`src/rtl/dmem_arb_pkg.sv`:
```
// ---------------------------------------------------------------------------
// dmem_arb_pkg
// Shared definitions for the data-memory port arbiter.
//   state_t  : arbiter ownership state (IDLE, OWN_CPU, OWN_DBG)
//   REQ_CPU  : requester id / grant-vector bit of the CPU load/store path
//   REQ_DBG  : requester id / grant-vector bit of the debug/DMA requester
// ---------------------------------------------------------------------------
package dmem_arb_pkg;

  typedef enum logic [1:0] {
    IDLE    = 2'd0,
    OWN_CPU = 2'd1,
    OWN_DBG = 2'd2
  } state_t;

  localparam logic REQ_CPU = 1'b0;
  localparam logic REQ_DBG = 1'b1;

endpackage

```
`src/rtl/dmem_arb_rr_core.sv`:
```
// ---------------------------------------------------------------------------
// dmem_arb_rr_core
// Round-robin arbitration core with a CPU lock limiter.
// Ports:
//   clock       in   system clock, rising edge
//   reset       in   asynchronous active-low reset
//   i_cpuReq    in   CPU request
//   i_cpuLock   in   CPU asks to keep ownership (read-modify-write)
//   i_dbgReq    in   debug/DMA request
//   o_gnt[1:0]  out  one-hot grant, bit REQ_CPU / REQ_DBG (combinational)
// Parameter:
//   MAX_LOCK    locked CPU cycles tolerated before a waiting DBG request wins
// ---------------------------------------------------------------------------
module dmem_arb_rr_core
  import dmem_arb_pkg::*;
#(
  parameter int MAX_LOCK = 4
) (
  input  logic       clock,
  input  logic       reset,
  input  logic       i_cpuReq,
  input  logic       i_cpuLock,
  input  logic       i_dbgReq,
  output logic [1:0] o_gnt
);

  localparam int CNT_W = (MAX_LOCK < 1) ? 1 : $clog2(MAX_LOCK + 1);
  localparam logic [CNT_W-1:0] MAX_CNT = CNT_W'(MAX_LOCK);

  state_t           r_state;
  state_t           w_nextState;
  logic             r_lastWinner;
  logic             w_nextLast;
  logic [CNT_W-1:0] r_lockCnt;
  logic [CNT_W-1:0] w_nextCnt;
  logic [1:0]       w_gnt;
  logic             w_lockActive;

  // Grant decision. A lock only counts once the CPU already owns the port;
  // the cycle that wins ownership is the first of the locked burst, so with
  // MAX_LOCK = 4 the CPU holds for five cycles before a waiting DBG gets in.
  // The counter saturates when nobody is waiting to be forced through.
  always_comb begin
    w_gnt        = 2'b00;
    w_nextCnt    = r_lockCnt;
    w_lockActive = (r_state == OWN_CPU) && i_cpuReq && i_cpuLock;

    if (w_lockActive) begin
      if (i_dbgReq && (r_lockCnt == MAX_CNT)) begin
        w_gnt[REQ_DBG] = 1'b1;
        w_nextCnt      = '0;
      end else begin
        w_gnt[REQ_CPU] = 1'b1;
        w_nextCnt      = (r_lockCnt == MAX_CNT) ? r_lockCnt : r_lockCnt + 1'b1;
      end
    end else begin
      w_nextCnt = '0;
      if (i_cpuReq && i_dbgReq) begin
        if (r_lastWinner == REQ_DBG) w_gnt[REQ_CPU] = 1'b1;
        else                         w_gnt[REQ_DBG] = 1'b1;
      end else if (i_cpuReq) begin
        w_gnt[REQ_CPU] = 1'b1;
      end else if (i_dbgReq) begin
        w_gnt[REQ_DBG] = 1'b1;
      end
    end
  end

  // Ownership follows the granted requester; an idle cycle returns to IDLE
  // but keeps the last winner so the round-robin order survives gaps.
  always_comb begin
    w_nextState = IDLE;
    w_nextLast  = r_lastWinner;
    if (w_gnt[REQ_CPU]) begin
      w_nextState = OWN_CPU;
      w_nextLast  = REQ_CPU;
    end else if (w_gnt[REQ_DBG]) begin
      w_nextState = OWN_DBG;
      w_nextLast  = REQ_DBG;
    end
  end

  // Last winner resets to DBG so the CPU takes the first tie.
  always_ff @(posedge clock or negedge reset) begin
    if (!reset) begin
      r_state      <= IDLE;
      r_lastWinner <= REQ_DBG;
      r_lockCnt    <= '0;
    end else begin
      r_state      <= w_nextState;
      r_lastWinner <= w_nextLast;
      r_lockCnt    <= w_nextCnt;
    end
  end

  // Grants are forced low while reset is asserted so an in-flight access
  // is dropped immediately rather than at the next edge.
  assign o_gnt = reset ? w_gnt : 2'b00;

endmodule

```
`src/rtl/dmem_port_arbiter.sv`:
```
// ---------------------------------------------------------------------------
// dmem_port_arbiter
// Shares one single-port data memory between the CPU load/store path and a
// debug/DMA requester: one access per cycle, round-robin with a bounded CPU
// lock, read data returned one cycle after the grant.
// Ports:
//   clock, reset                        clock / asynchronous active-low reset
//   cpu_req/we/lock/addr/wdata    in    CPU request fields
//   cpu_gnt/rvalid/rdata          out   CPU grant and read return
//   dbg_req/we/addr/wdata         in    debug request fields
//   dbg_gnt/rvalid/rdata          out   debug grant and read return
//   mem_we/addr/wdata             out   memory command (granted requester)
//   mem_rdata                     in    memory read data (combinational)
//   cpu_grant_cnt, dbg_grant_cnt,
//   conflict_cnt                  out   only with DMEM_ARB_PERF_EN defined
// Build option: DMEM_ARB_PERF_EN adds free-running grant/conflict counters.
// ---------------------------------------------------------------------------
module dmem_port_arbiter
  import dmem_arb_pkg::*;
#(
  parameter int ADDR_W   = 32,
  parameter int DATA_W   = 32,
  parameter int MAX_LOCK = 4
) (
  input  logic              clock,
  input  logic              reset,
  input  logic              cpu_req,
  input  logic              cpu_we,
  input  logic              cpu_lock,
  input  logic [ADDR_W-1:0] cpu_addr,
  input  logic [DATA_W-1:0] cpu_wdata,
  output logic              cpu_gnt,
  output logic              cpu_rvalid,
  output logic [DATA_W-1:0] cpu_rdata,
  input  logic              dbg_req,
  input  logic              dbg_we,
  input  logic [ADDR_W-1:0] dbg_addr,
  input  logic [DATA_W-1:0] dbg_wdata,
  output logic              dbg_gnt,
  output logic              dbg_rvalid,
  output logic [DATA_W-1:0] dbg_rdata,
  output logic              mem_we,
  output logic [ADDR_W-1:0] mem_addr,
  output logic [DATA_W-1:0] mem_wdata,
`ifdef DMEM_ARB_PERF_EN
  output logic [31:0]       cpu_grant_cnt,
  output logic [31:0]       dbg_grant_cnt,
  output logic [31:0]       conflict_cnt,
`endif
  input  logic [DATA_W-1:0] mem_rdata
);

  logic [1:0]        w_gnt;
  logic              w_cpuGnt;
  logic              w_dbgGnt;
  logic              w_cpuRead;
  logic              w_dbgRead;
  logic              r_cpuRvalid;
  logic              r_dbgRvalid;
  logic [DATA_W-1:0] r_cpuRdata;
  logic [DATA_W-1:0] r_dbgRdata;

  dmem_arb_rr_core #(
    .MAX_LOCK (MAX_LOCK)
  ) u_core (
    .clock     (clock),
    .reset     (reset),
    .i_cpuReq  (cpu_req),
    .i_cpuLock (cpu_lock),
    .i_dbgReq  (dbg_req),
    .o_gnt     (w_gnt)
  );

  assign w_cpuGnt  = w_gnt[REQ_CPU];
  assign w_dbgGnt  = w_gnt[REQ_DBG];
  assign w_cpuRead = w_cpuGnt & ~cpu_we;
  assign w_dbgRead = w_dbgGnt & ~dbg_we;

  assign cpu_gnt = w_cpuGnt;
  assign dbg_gnt = w_dbgGnt;

  // Memory command mux; with no grant the bus is parked at zero so nothing
  // stale reaches the memory and the reset state is all-zero.
  always_comb begin
    mem_we    = 1'b0;
    mem_addr  = '0;
    mem_wdata = '0;
    if (w_cpuGnt) begin
      mem_we    = cpu_we;
      mem_addr  = cpu_addr;
      mem_wdata = cpu_wdata;
    end else if (w_dbgGnt) begin
      mem_we    = dbg_we;
      mem_addr  = dbg_addr;
      mem_wdata = dbg_wdata;
    end
  end

  // Read return: capture at the grant edge, rvalid for exactly one cycle.
  // Each requester keeps its last read data until its next granted read,
  // so a new capture and the previous return overlap naturally.
  always_ff @(posedge clock or negedge reset) begin
    if (!reset) begin
      r_cpuRvalid <= 1'b0;
      r_dbgRvalid <= 1'b0;
      r_cpuRdata  <= '0;
      r_dbgRdata  <= '0;
    end else begin
      r_cpuRvalid <= w_cpuRead;
      r_dbgRvalid <= w_dbgRead;
      if (w_cpuRead) r_cpuRdata <= mem_rdata;
      if (w_dbgRead) r_dbgRdata <= mem_rdata;
    end
  end

  assign cpu_rvalid = r_cpuRvalid;
  assign dbg_rvalid = r_dbgRvalid;
  assign cpu_rdata  = r_cpuRdata;
  assign dbg_rdata  = r_dbgRdata;

`ifdef DMEM_ARB_PERF_EN
  logic [31:0] r_cpuGrantCnt;
  logic [31:0] r_dbgGrantCnt;
  logic [31:0] r_conflictCnt;

  // Performance counters wrap naturally at 2^32; a conflict is any cycle
  // where both requesters ask, whoever ends up winning.
  always_ff @(posedge clock or negedge reset) begin
    if (!reset) begin
      r_cpuGrantCnt <= '0;
      r_dbgGrantCnt <= '0;
      r_conflictCnt <= '0;
    end else begin
      r_cpuGrantCnt <= r_cpuGrantCnt + 32'(w_cpuGnt);
      r_dbgGrantCnt <= r_dbgGrantCnt + 32'(w_dbgGnt);
      r_conflictCnt <= r_conflictCnt + 32'(cpu_req & dbg_req);
    end
  end

  assign cpu_grant_cnt = r_cpuGrantCnt;
  assign dbg_grant_cnt = r_dbgGrantCnt;
  assign conflict_cnt  = r_conflictCnt;
`endif

endmodule
```
`config.mk`:
```
export PLATFORM = sky130hd
export DESIGN_NAME = dmem_port_arbiter
export DESIGN_NICKNAME = d
export VERILOG_FILES = /design/src/rtl/dmem_arb_pkg.sv /design/src/rtl/dmem_arb_rr_core.sv /design/src/rtl/dmem_port_arbiter.sv
export SDC_FILE = /design/constraint.sdc
export NUM_CORES = 1
export LEC_CHECK = 0
export BUFFER_PORTS_ARGS = -buffer_cell sky130_fd_sc_hd__buf_2
export CAP_MARGIN = 20
export CORE_AREA = 2 2 117 119
export DETAILED_ROUTE_END_ITERATION = 10
export DIE_AREA = 0 0 119 121
export PLACE_DENSITY = 0.62
export SYNTH_ARGS = -nofsm -noshare
export SYNTH_HDL_FRONTEND = slang
export SYNTH_SLANG_ARGS = --single-unit
export TNS_END_PERCENT = 5
```
`constraint.sdc`:
```
create_clock -name clock -period 3.7 [get_ports clock]
set_clock_uncertainty 0.2 [all_clocks]
set_input_delay 0.74 -clock clock [delete_from_list [all_inputs] [get_ports clock]]
set_output_delay 0.74 -clock clock [all_outputs]
set_load 0.03 [all_outputs]
```
Word level (Yosys, flattened, before mapping)
Index checks and enable logic that the tools add are counted.
{"block": "word_totals", "out_inout_bits": 133, "romBits": 0, "mem_count": 0, "register_bits": 72, "latchBits": 0, "in_bits": 167, "wordCells": 43, "mem_bits_rw": 0}
{"block": "classes", "multipliers": 0, "n_lt_le_gt_ge": 0, "n_eq_ne": 3, "n_bitwise": 4, "n_reduce_logical": 5, "mux": 23, "addsub": 1, "n_div": 0, "shifts": 0}
{"operator": "$mux W32", "count": 4}
{"operator": "$mux W1", "count": 11}
{"operator": "$mux W2", "count": 5}
{"operator": "$mux W3", "count": 3}
{"operator": "$logic_and A1 B1 Y1", "count": 4}
{"operator": "$add A3 B1 Y3 const B", "count": 1}
{"operator": "$eq A3 B3 Y1 const B", "count": 1}
{"operator": "$ne A3 B3 Y1 const B", "count": 1}
{"operator": "$and A1 B1 Y1", "count": 2}
{"operator": "$eq A2 B1 Y1 const B", "count": 1}
{"operator": "$not A1 Y1", "count": 2}
{"operator": "$reduce_bool A2 Y1", "count": 1}

Longest topological paths before layout
Gate-level depths: netlist of the first run.
{"block": "logic_depth", "depth_word": 7, "ltp_mapped": 8, "depth_no_buf": 6}

Cells and area by module
Synthesis of the first run repeated with hierarchy kept, for this count alone.
{"block": "hier_totals", "cells_unflattened": 259, "area_unflattened_um2": 3573.4}
{"mod": "dmem_port_arbiter", "area_per_inst_um2": 3229.3, "n_inst": 1, "cells_each": 226}
{"mod": "dmem_arb_rr_core", "area_per_inst_um2": 344.1, "n_inst": 1, "cells_each": 33}

Worst setup path before layout of the first run
OpenSTA, ideal clock, no wires.
{"block": "synth_path", "path_kind": "input port to output port", "startpoint": "input cpu_lock", "endpoint": "output mem_wdata[22]", "required_ns": 2.760, "n_path_buf": 1, "path_slack_ns": 0.492, "t_arrival_ns": 2.268, "path_stages": 5, "path_cell_list": "and3b_2 mux2i_2 nor3b_2 clkbuf_1 a22o_1"}
{"block": "synth_via", "elab_chain_len": 5}
{"element": "start, declared", "line_no": "dmem_port_arbiter.sv:29", "source": "input logic cpu_lock,"}
{"element": "$logic_and A1 B1 Y1", "line_no": "dmem_arb_rr_core.sv:46", "source": "w_lockActive = (r_state == OWN_CPU) && i_cpuReq && i_cpuLock;"}
{"element": "$mux W2", "line_no": "dmem_arb_rr_core.sv:48", "source": "if (w_lockActive) begin"}
{"element": "$mux W2", "line_no": "dmem_arb_rr_core.sv:98", "source": "assign o_gnt = reset ? w_gnt : 2'b00;"}
{"element": "net dbg_gnt", "line_no": "dmem_port_arbiter.sv:39", "source": "output logic dbg_gnt,"}
{"element": "$mux W32", "line_no": "dmem_port_arbiter.sv:92", "source": "end else if (w_dbgGnt) begin"}
{"element": "$mux W32", "line_no": "dmem_port_arbiter.sv:88", "source": "if (w_cpuGnt) begin"}
{"element": "end, declared", "line_no": "dmem_port_arbiter.sv:44", "source": "output logic [DATA_W-1:0] mem_wdata,"}
The timed path passes the listed nets, and every way through them passes these cells.

Final worst setup path of the first run
{"block": "layout_path", "startpoint": "register u_core.r_lockCnt[0]", "endpoint": "output mem_wdata[14]"}
{"block": "layout_via", "elab_chain_len": 7, "elab_cells_between_ends": 8, "classes_between": "eq/ne (1); mux (6); reduce/logical (1)"}
{"element": "start, declared", "line_no": "dmem_arb_rr_core.sv:34", "source": "logic [CNT_W-1:0] r_lockCnt;"}
{"element": "start signal, assigned", "line_no": "dmem_arb_rr_core.sv:92", "source": "r_lockCnt <= w_nextCnt;"}
{"element": "$eq A3 B3 Y1 *", "line_no": "dmem_arb_rr_core.sv:49", "source": "if (i_dbgReq && (r_lockCnt == MAX_CNT)) begin"}
{"element": "$logic_and A1 B1 Y1 *", "line_no": "dmem_arb_rr_core.sv:49"}
{"element": "$mux W1", "line_no": "dmem_arb_rr_core.sv:49"}
{"element": "$mux W2 *", "line_no": "dmem_arb_rr_core.sv:48"}
{"element": "$mux W2 *", "line_no": "dmem_arb_rr_core.sv:98"}
{"element": "$mux W32", "line_no": "dmem_port_arbiter.sv:92"}
{"element": "$mux W32 *", "line_no": "dmem_port_arbiter.sv:88"}
Every way passes the cells marked *; elsewhere a longest branch is shown, timed or not.

==> results by group, run 1 <==
Finish
  • Fraction of layout cells with a size suffix above 1: 70.9%
  • Reg area: 1800 sq um
  • ANT cells: 0
  • Finished Cell Area: 5450 sq um
  • Synth-to-Final Area Change: 57.0%
  • Final net count: 720
  • FILL cells: about 1,300
  • Multi-input logic area: between 1500 and 2000 sq um

Timing
  • Max frequency: 0.298 GHz
  • Max_slew headroom: between 30% and 40%
  • Fin crit period: 3360 ps
  • Final Hold Vio Count: 0
  • Setup Viol. Count Final: 0
  • RSZ-0062 raised after global routing: false
  • Post-route setup TNS: 0 ps
  • Slew Viols, Final: 0
  • Worst-margin pin slew: between 900 and 1000 ps
  • Fin crit share: between 90% and 100%
  • Final setup margin: 340 ps

Min path
  • HP Start: cpu_rdata[5]
  • Hold path endpoint: cpu_rdata[5]
  • Worst min-delay path class: register to register
  • WHS Path Cells: 1

Synth
  • Post-synth top area share: between 50% and 60%
  • Cell count after synthesis: 253
  • Synth Net Count: approximately 420
  • Synth cell count leaders: 71 x dfrtp_1, 65 x a22o_1, 61 x mux2_2, 7 x buf_4, 6 x buf_2
  • Largest cells by area after synthesis: dfrtp_1 51%, mux2_2 20%, a22o_1 16%, buf_4 1.5%, buf_6 0.97%
  • Number of synthesized flops with an enable pin: 0
  • Distinct cells, synth: 29
  • Yosys top cell by area: dfrtp_1
  • Sequential area share after synthesis: around half
  • Mapped Area: about 3500 sq um
  • #FFs+latches synth: 72
  • Top-count cell post-synth: dfrtp_1
  • Avg Cell Area, Syn: between 10 and 15 sq um
  • Synth Flop Type: dfrtp_1
  • Asr flop ratio synth: between 90% and 100%
  • Yosys warns: 0

Floorplanning
  • Placeable core area: about 13,000 sq um
  • Die ar.: between 10,000 and 15,000 sq um
  • Boundary Pins: 300
  • Site row count: between 40 and 50
  • Die Y: 121 um
  • Starting Density: a little over a quarter
  • Die Wd: 119 um

Placement
  • GP Congestion: 0.873
  • Pre-CTS WS: around 420 ps
  • PortBufs: approximately 300
  • Detailed Place HPWL: 11.5 mm
  • Placed Area: a little over 5000 sq um

Clock tree
  • Worst skew pair latency: between 300 and 400 ps
  • Post-CTS Setup Bufs: 0
  • Root buffer cell: clkbuf_16
  • CTS resizes: 0
  • H-tree Lvls: 3
  • Sink Count: 72
  • Number of buffers created by CTS: 9
  • TritonCTS clock tree: done
  • Clock Pin Slew Worst Setup and Hold Paths: about 60 ps
  • CTS Hold Bufs: 0
  • Clock buffer depth: 2

Detailed routing
  • Met3 WL: roughly 1.2 mm
  • Metal2 WL: a little under 7 mm
  • Routed via count: about 3,400
  • 1st-iter DRT viols: roughly 150
  • M1 wire length: ~6 mm
  • Wire per inst: a little under 20 um
  • Uppermost layer routed: met4
  • Residual DRC: 0
  • Post-Route WL: between 10 and 15 mm
  • Antenna Nets Post-Route: 0
  • DR vias/cell: between 4 and 5
  • First-pass DRT Iterations: 4

Critical path
  • Crit-path cells: inv_1 -> ha_1 -> a21bo_2 -> mux2i_2 -> nor3b_4 -> buf_4 -> a22o_1 -> buf_2
  • Crit path launch type: register
  • CP Capture Type: output pin
  • Crit path kind: register to output pin
  • Data arrival time of the worst path: roughly 2400 ps
  • Max incr delay on CP: slightly below 400 ps
  • Critical Path Start: u_core.r_lockCnt[0]
  • Slowest cell on crit path: dfrtp_1
  • Worst endpoint required time: roughly 2800 ps
  • Crit Path Max Fanout: 31
  • Reg-to-Reg Start: u_core.r_lockCnt[0]
  • FF-to-FF End: dbg_rdata[28]
  • Reg2reg path depth: 7
  • R2R setup slack: around 1300 ps

GRT
  • Remaining Overflow, GRT: 0
  • Vias in the first global route: 3,419
  • Largest net degree at the start of global routing: 73
  • Total global-route track usage: 18.8%
  • Antenna violations before repair: 0
  • First-pass GRT wire length: between 20 and 25 mm

Outcome
  • Status: completed

Flow run
  • Max cap viols: 0

Power and ir drop
  • Worst VDD drop: ~330 uV
  • P per Cell Area: between 500 and 600 nW/um^2
  • Leak pwr: slightly below 3 nW
==> stage by stage <==
step           cells  hold slack, ps  total power, mW  util (%)
2_1_floorplan    253             244             1.80         -
3_3_place_gp     716             265             2.20      39.3
3_5_place_dp     716             271             2.22      39.3
4_1_cts          732             284             3.13      41.6
5_1_grt          732             301             3.24      41.6
6_report         732             283             3.09      41.6
==> per-layer routing <==
layer,track usage [%],up-vias
li1,-,1562
met1,24.4,1701
met2,30.9,165
met3,5.73,12
met4,3.94,0
met5,0,-
==> layout by cell type (no fill, tap or decap), types with 2 or more instances in the layout <==
cell,Yosys,layout
inv_1,4,4
nor2_1,4,4
mux2_1,3,3
dfrtp_1,71,71
mux2i_2,2,2
buf_2,6,299
nand2b_1,2,2
buf_4,7,7
nand2_1,4,4
clkbuf_16,0,9
clkbuf_8,0,2
a22o_1,65,65
ha_1,2,2
mux2_2,61,61
nor3_4,1,2
==> state kept, by name, summed over array words and instances (netlist names) <==
signal,flops
cpu_rdata,32
cpu_rvalid,1
dbg_rdata,32
dbg_rvalid,1
u_core.r_lastWinner,1
u_core.r_lockCnt,3
u_core.r_state,2
==> cell type report <==
class / count / area share (%)
clock buffer: 12 / 4.71
clock inverter: 4 / 0.942
inverter: 4 / 0.276
multi-input combinational: 157 / 28.1
sequential: 72 / 33.1
tap: 176 / 4.04
timing repair buffer: 307 / 28.8
==> critical path: cells and delay by family (launching register included) <==
kind            cells  cell delay (ps)
compound gates      2              470
fa+ha+maj           1              230
buf+inv             3              510
flops               1              390
mux                 1              380
simple gates        1               90
==> worst max path at each step <==
stage	end	depth (start not counted)	slack, ps
4_1_cts	mem_addr[26]	8	330
3_5_place_dp	mem_wdata[14]	7	420
5_1_grt	mem_wdata[14]	8	200
2_1_floorplan	mem_wdata[22]	5	490
6_report	mem_wdata[14]	8	340
3_3_place_gp	mem_wdata[14]	7	440
==> cell families after synthesis <==
logic type,after synthesis,synth area share [%]
flip-flops,72,52.0
multiplexers,67,21.9
AO/OA/AOI/OAI,69,17.2
buffers and inverters,24,4.22
AND/OR/NAND/NOR,19,4.00
adder cells (fa/ha/maj),2,0.721
==> power breakdown <==
| group | switching (mW) | leakage (nW) | internal [mW] |
|---|---|---|---|
| clock network | 0.330 | 0.149 | 0.560 |
| logic | 0.743 | 1.88 | 0.402 |
| registers | 0.0888 | 0.864 | 0.967 |
| total | 1.16 | 2.90 | 1.93 |
(Power assumes the default switching activity.)
==> run 2: changes to the inputs <==
Settings changed: PLACE_DENSITY 0.62 to default, RECOVER_POWER from default to 50, SLEW_MARGIN from default to 10.
==> run 2 against run 1 <==
Register-to-register slack better by 60 ps; cell area down 1.6%; wire length down 0.89%; largest cell class unchanged; maximum frequency up 1.1%; worst hold slack better by 0.85 ps; critical endpoint is now mem_wdata[31]; clock power down 7.1%; first-iteration DRC count up 2.7%; utilization down 0.66 points; via count down 0.44%; the flow now finishes with violations (capacitance limit, slew limit); die area unchanged; sequential share of layout area up 0.53 points; highest routed layer unchanged; combinational power down 4%.
==> results by group, run 2 (synthesis gave the netlist of run 1 again) <==
Outcome
  • Status: complete, but fails checks
  • Failing checks: capacitance limit, slew limit

Detailed routing
  • DR vias/cell: 4.68 (-0.44%)
  • First-pass DRT Iterations: 5 (+1)
  • Post-Route WL: 14.1 mm (-0.89%)
  • Antenna Nets Post-Route: 0 (unchanged)
  • 1st-iter DRT viols: 150 (+2.7%)
  • Wire per inst: 19.2 um (-0.89%)
  • Residual DRC: 0 (unchanged)
  • Routed via count: 3,425 (-0.44%)

Power and ir drop
  • Worst VDD drop: 408 uV (+23%)
  • P per Cell Area: 557 nW/um^2 (-1.8%)
  • Leak pwr: 2.71 nW (-6.3%)

Floorplanning
  • Die ar.: 14,400 sq um (unchanged)
  • Boundary Pins: 300 (unchanged)
  • Die Wd: 119 um (unchanged)
  • Site row count: 42 (unchanged)
  • Die Y: 121 um (unchanged)
  • Starting Density: 26.5% (unchanged)
  • Placeable core area: 13,100 sq um (unchanged)

Timing
  • Fin crit period: 3320 ps (-38.2 ps)
  • Fin crit share: 89.8% (-1.0 points)
  • Final setup margin: 378 ps (+38.2 ps)
  • Max_slew headroom: -16.9% (-54 points)
  • RSZ-0062 raised after global routing: false
  • Final Hold Vio Count: 0 (unchanged)
  • Max frequency: 0.301 GHz (+1.1%)
  • WHS: 284 ps (+0.854 ps)
  • Worst-margin pin slew: 1750 ps (+810 ps)
  • Post-route setup TNS: 0 ps (unchanged)
  • Slew Viols, Final: 73 (+73)
  • Setup Viol. Count Final: 0 (unchanged)

Min path
  • WHS Path Cells: 1 (unchanged)
  • Worst min-delay path class: register to register
  • Hold path endpoint: dbg_rdata[28]
  • HP Start: dbg_rdata[28]

Finish
  • Final net count: 720 (unchanged)
  • Multi-input logic area: 1530 sq um (-0.24%)
  • Reg area: 1800 sq um (unchanged)
  • ANT cells: 0 (unchanged)
  • Synth-to-Final Area Change: 54.5%
  • FILL cells: 1,308 (+2.7%)
  • Most frequent cells in the layout: 238 x buf_2, 71 x dfrtp_1, 65 x a22o_1
  • Fraction of layout cells with a size suffix above 1: 59.9% (-11 points)
  • Commonest non-fill, non-tap cell in the layout: buf_2

Clock tree
  • Sink Count: 72 (unchanged)
  • Clock Pin Slew Worst Setup and Hold Paths: 60 ps (about the same)
  • Post-CTS Setup Bufs: 0 (unchanged)
  • H-tree Lvls: 3 (unchanged)
  • TritonCTS clock tree: done
  • CTS Hold Bufs: 0 (unchanged)
  • CTS resizes: 0 (unchanged)
  • Worst skew pair latency: 330 ps (about the same)
  • Clock buffer depth: 2 (unchanged)
  • Number of buffers created by CTS: 9 (unchanged)
  • Root buffer cell: clkbuf_16

Critical path
  • Crit Path Max Fanout: 54 (+74%)
  • Crit path kind: register to output pin
  • Reg-to-Reg Start: u_core.r_lockCnt[0]
  • Data arrival time of the worst path: 2380 ps (-40 ps)
  • CP Capture Type: output pin
  • Worst endpoint required time: 2760 ps (about the same)
  • Reg2reg path depth: 7 (unchanged)
  • Crit path launch type: register
  • FF-to-FF End: dbg_rdata[28]
  • R2R setup slack: 1400 ps (+60 ps)

Placement
  • PortBufs: 299 (unchanged)
  • GP Congestion: 0.896 (+2.6%)
  • Detailed Place HPWL: 11.4 mm (-0.48%)
  • Pre-CTS WS: 441 ps (+19.3 ps)

GRT
  • Vias in the first global route: 3,369 (-1.5%)
  • First-pass GRT wire length: 19.9 mm (-2.2%)
  • Total global-route track usage: 18.6% (-0.22 points)
  • Largest net degree at the start of global routing: 73 (unchanged)
  • Antenna violations before repair: 1 (+1)
  • Remaining Overflow, GRT: 0 (unchanged)

Flow run
  • Max cap viols: 1 (+1)
## run 2: cell types whose count changed in the layout (fill, tap and decap cells not counted), sizes merged
| cell | before | now |
|---|---|---|
| clkbuf | 12 | 73 |
| buf | 307 | 245 |
| clkinv | 1 | 2 |
| bufinv | 1 | 0 |
| inv | 5 | 6 |
## run 2: worst max-delay path by stage
stage / startpoint / to / slack, ps
after floorplan: cpu_lock / mem_wdata[22] / 490
after global placement: cpu_lock / mem_addr[14] / 460
after detailed placement: cpu_lock / mem_addr[14] / 440
after CTS: u_core.r_lockCnt[0] / mem_addr[14] / 370
after global routing: u_core.r_lockCnt[0] / mem_addr[14] / 230
final: u_core.r_lockCnt[0] / mem_wdata[31] / 380
## run 2: power by group
group	switching (mW)	internal, mW	total [mW]
Combinational	0.745	0.358	1.10
Clock	0.332	0.495	0.827
Sequential	0.0902	0.967	1.06
Total	1.17	1.82	2.99
## run 2: per-stage QoR
stage	cells	util (%)	area [sq um]	total power, mW
after detailed placement	716	39.4	5150	2.22
after global placement	716	39.4	5150	2.21
final	732	41.0	5360	2.99
after global routing	732	41.0	5360	3.13
after floorplan	253	-	3470	1.80
after CTS	732	41.6	5450	3.07
## run 2: layout make-up
type,instances,share of cell area [%]
Clock buffer,11,4.71
Clock inverter,5,0.723
Inverter,4,0.280
Multi-Input combinational cell,157,28.5
Sequential cell,72,33.6
Tap cell,176,4.11
Timing Repair Buffer,307,28.0
## run 2: layer usage
| layer | track usage [%] | share of wire, % | vias up |
|---|---|---|---|
| li1 | - | - | 1559 |
| met3 | 5.83 | 7.8 | 21 |
| met1 | 22.4 | 39 | 1671 |
| met5 | 0 | 0 | - |
| met4 | 7.89 | 3.6 | 0 |
| met2 | 30.6 | 49 | 174 |
## run 2: critical path: stages (launching register included)
cell     delay [ps]
dfrtp_1         390
inv_1            60
ha_1            230
a21bo_2         230
mux2i_2         360
nor3b_4         100
buf_12          200
a22o_1          260
buf_2           200
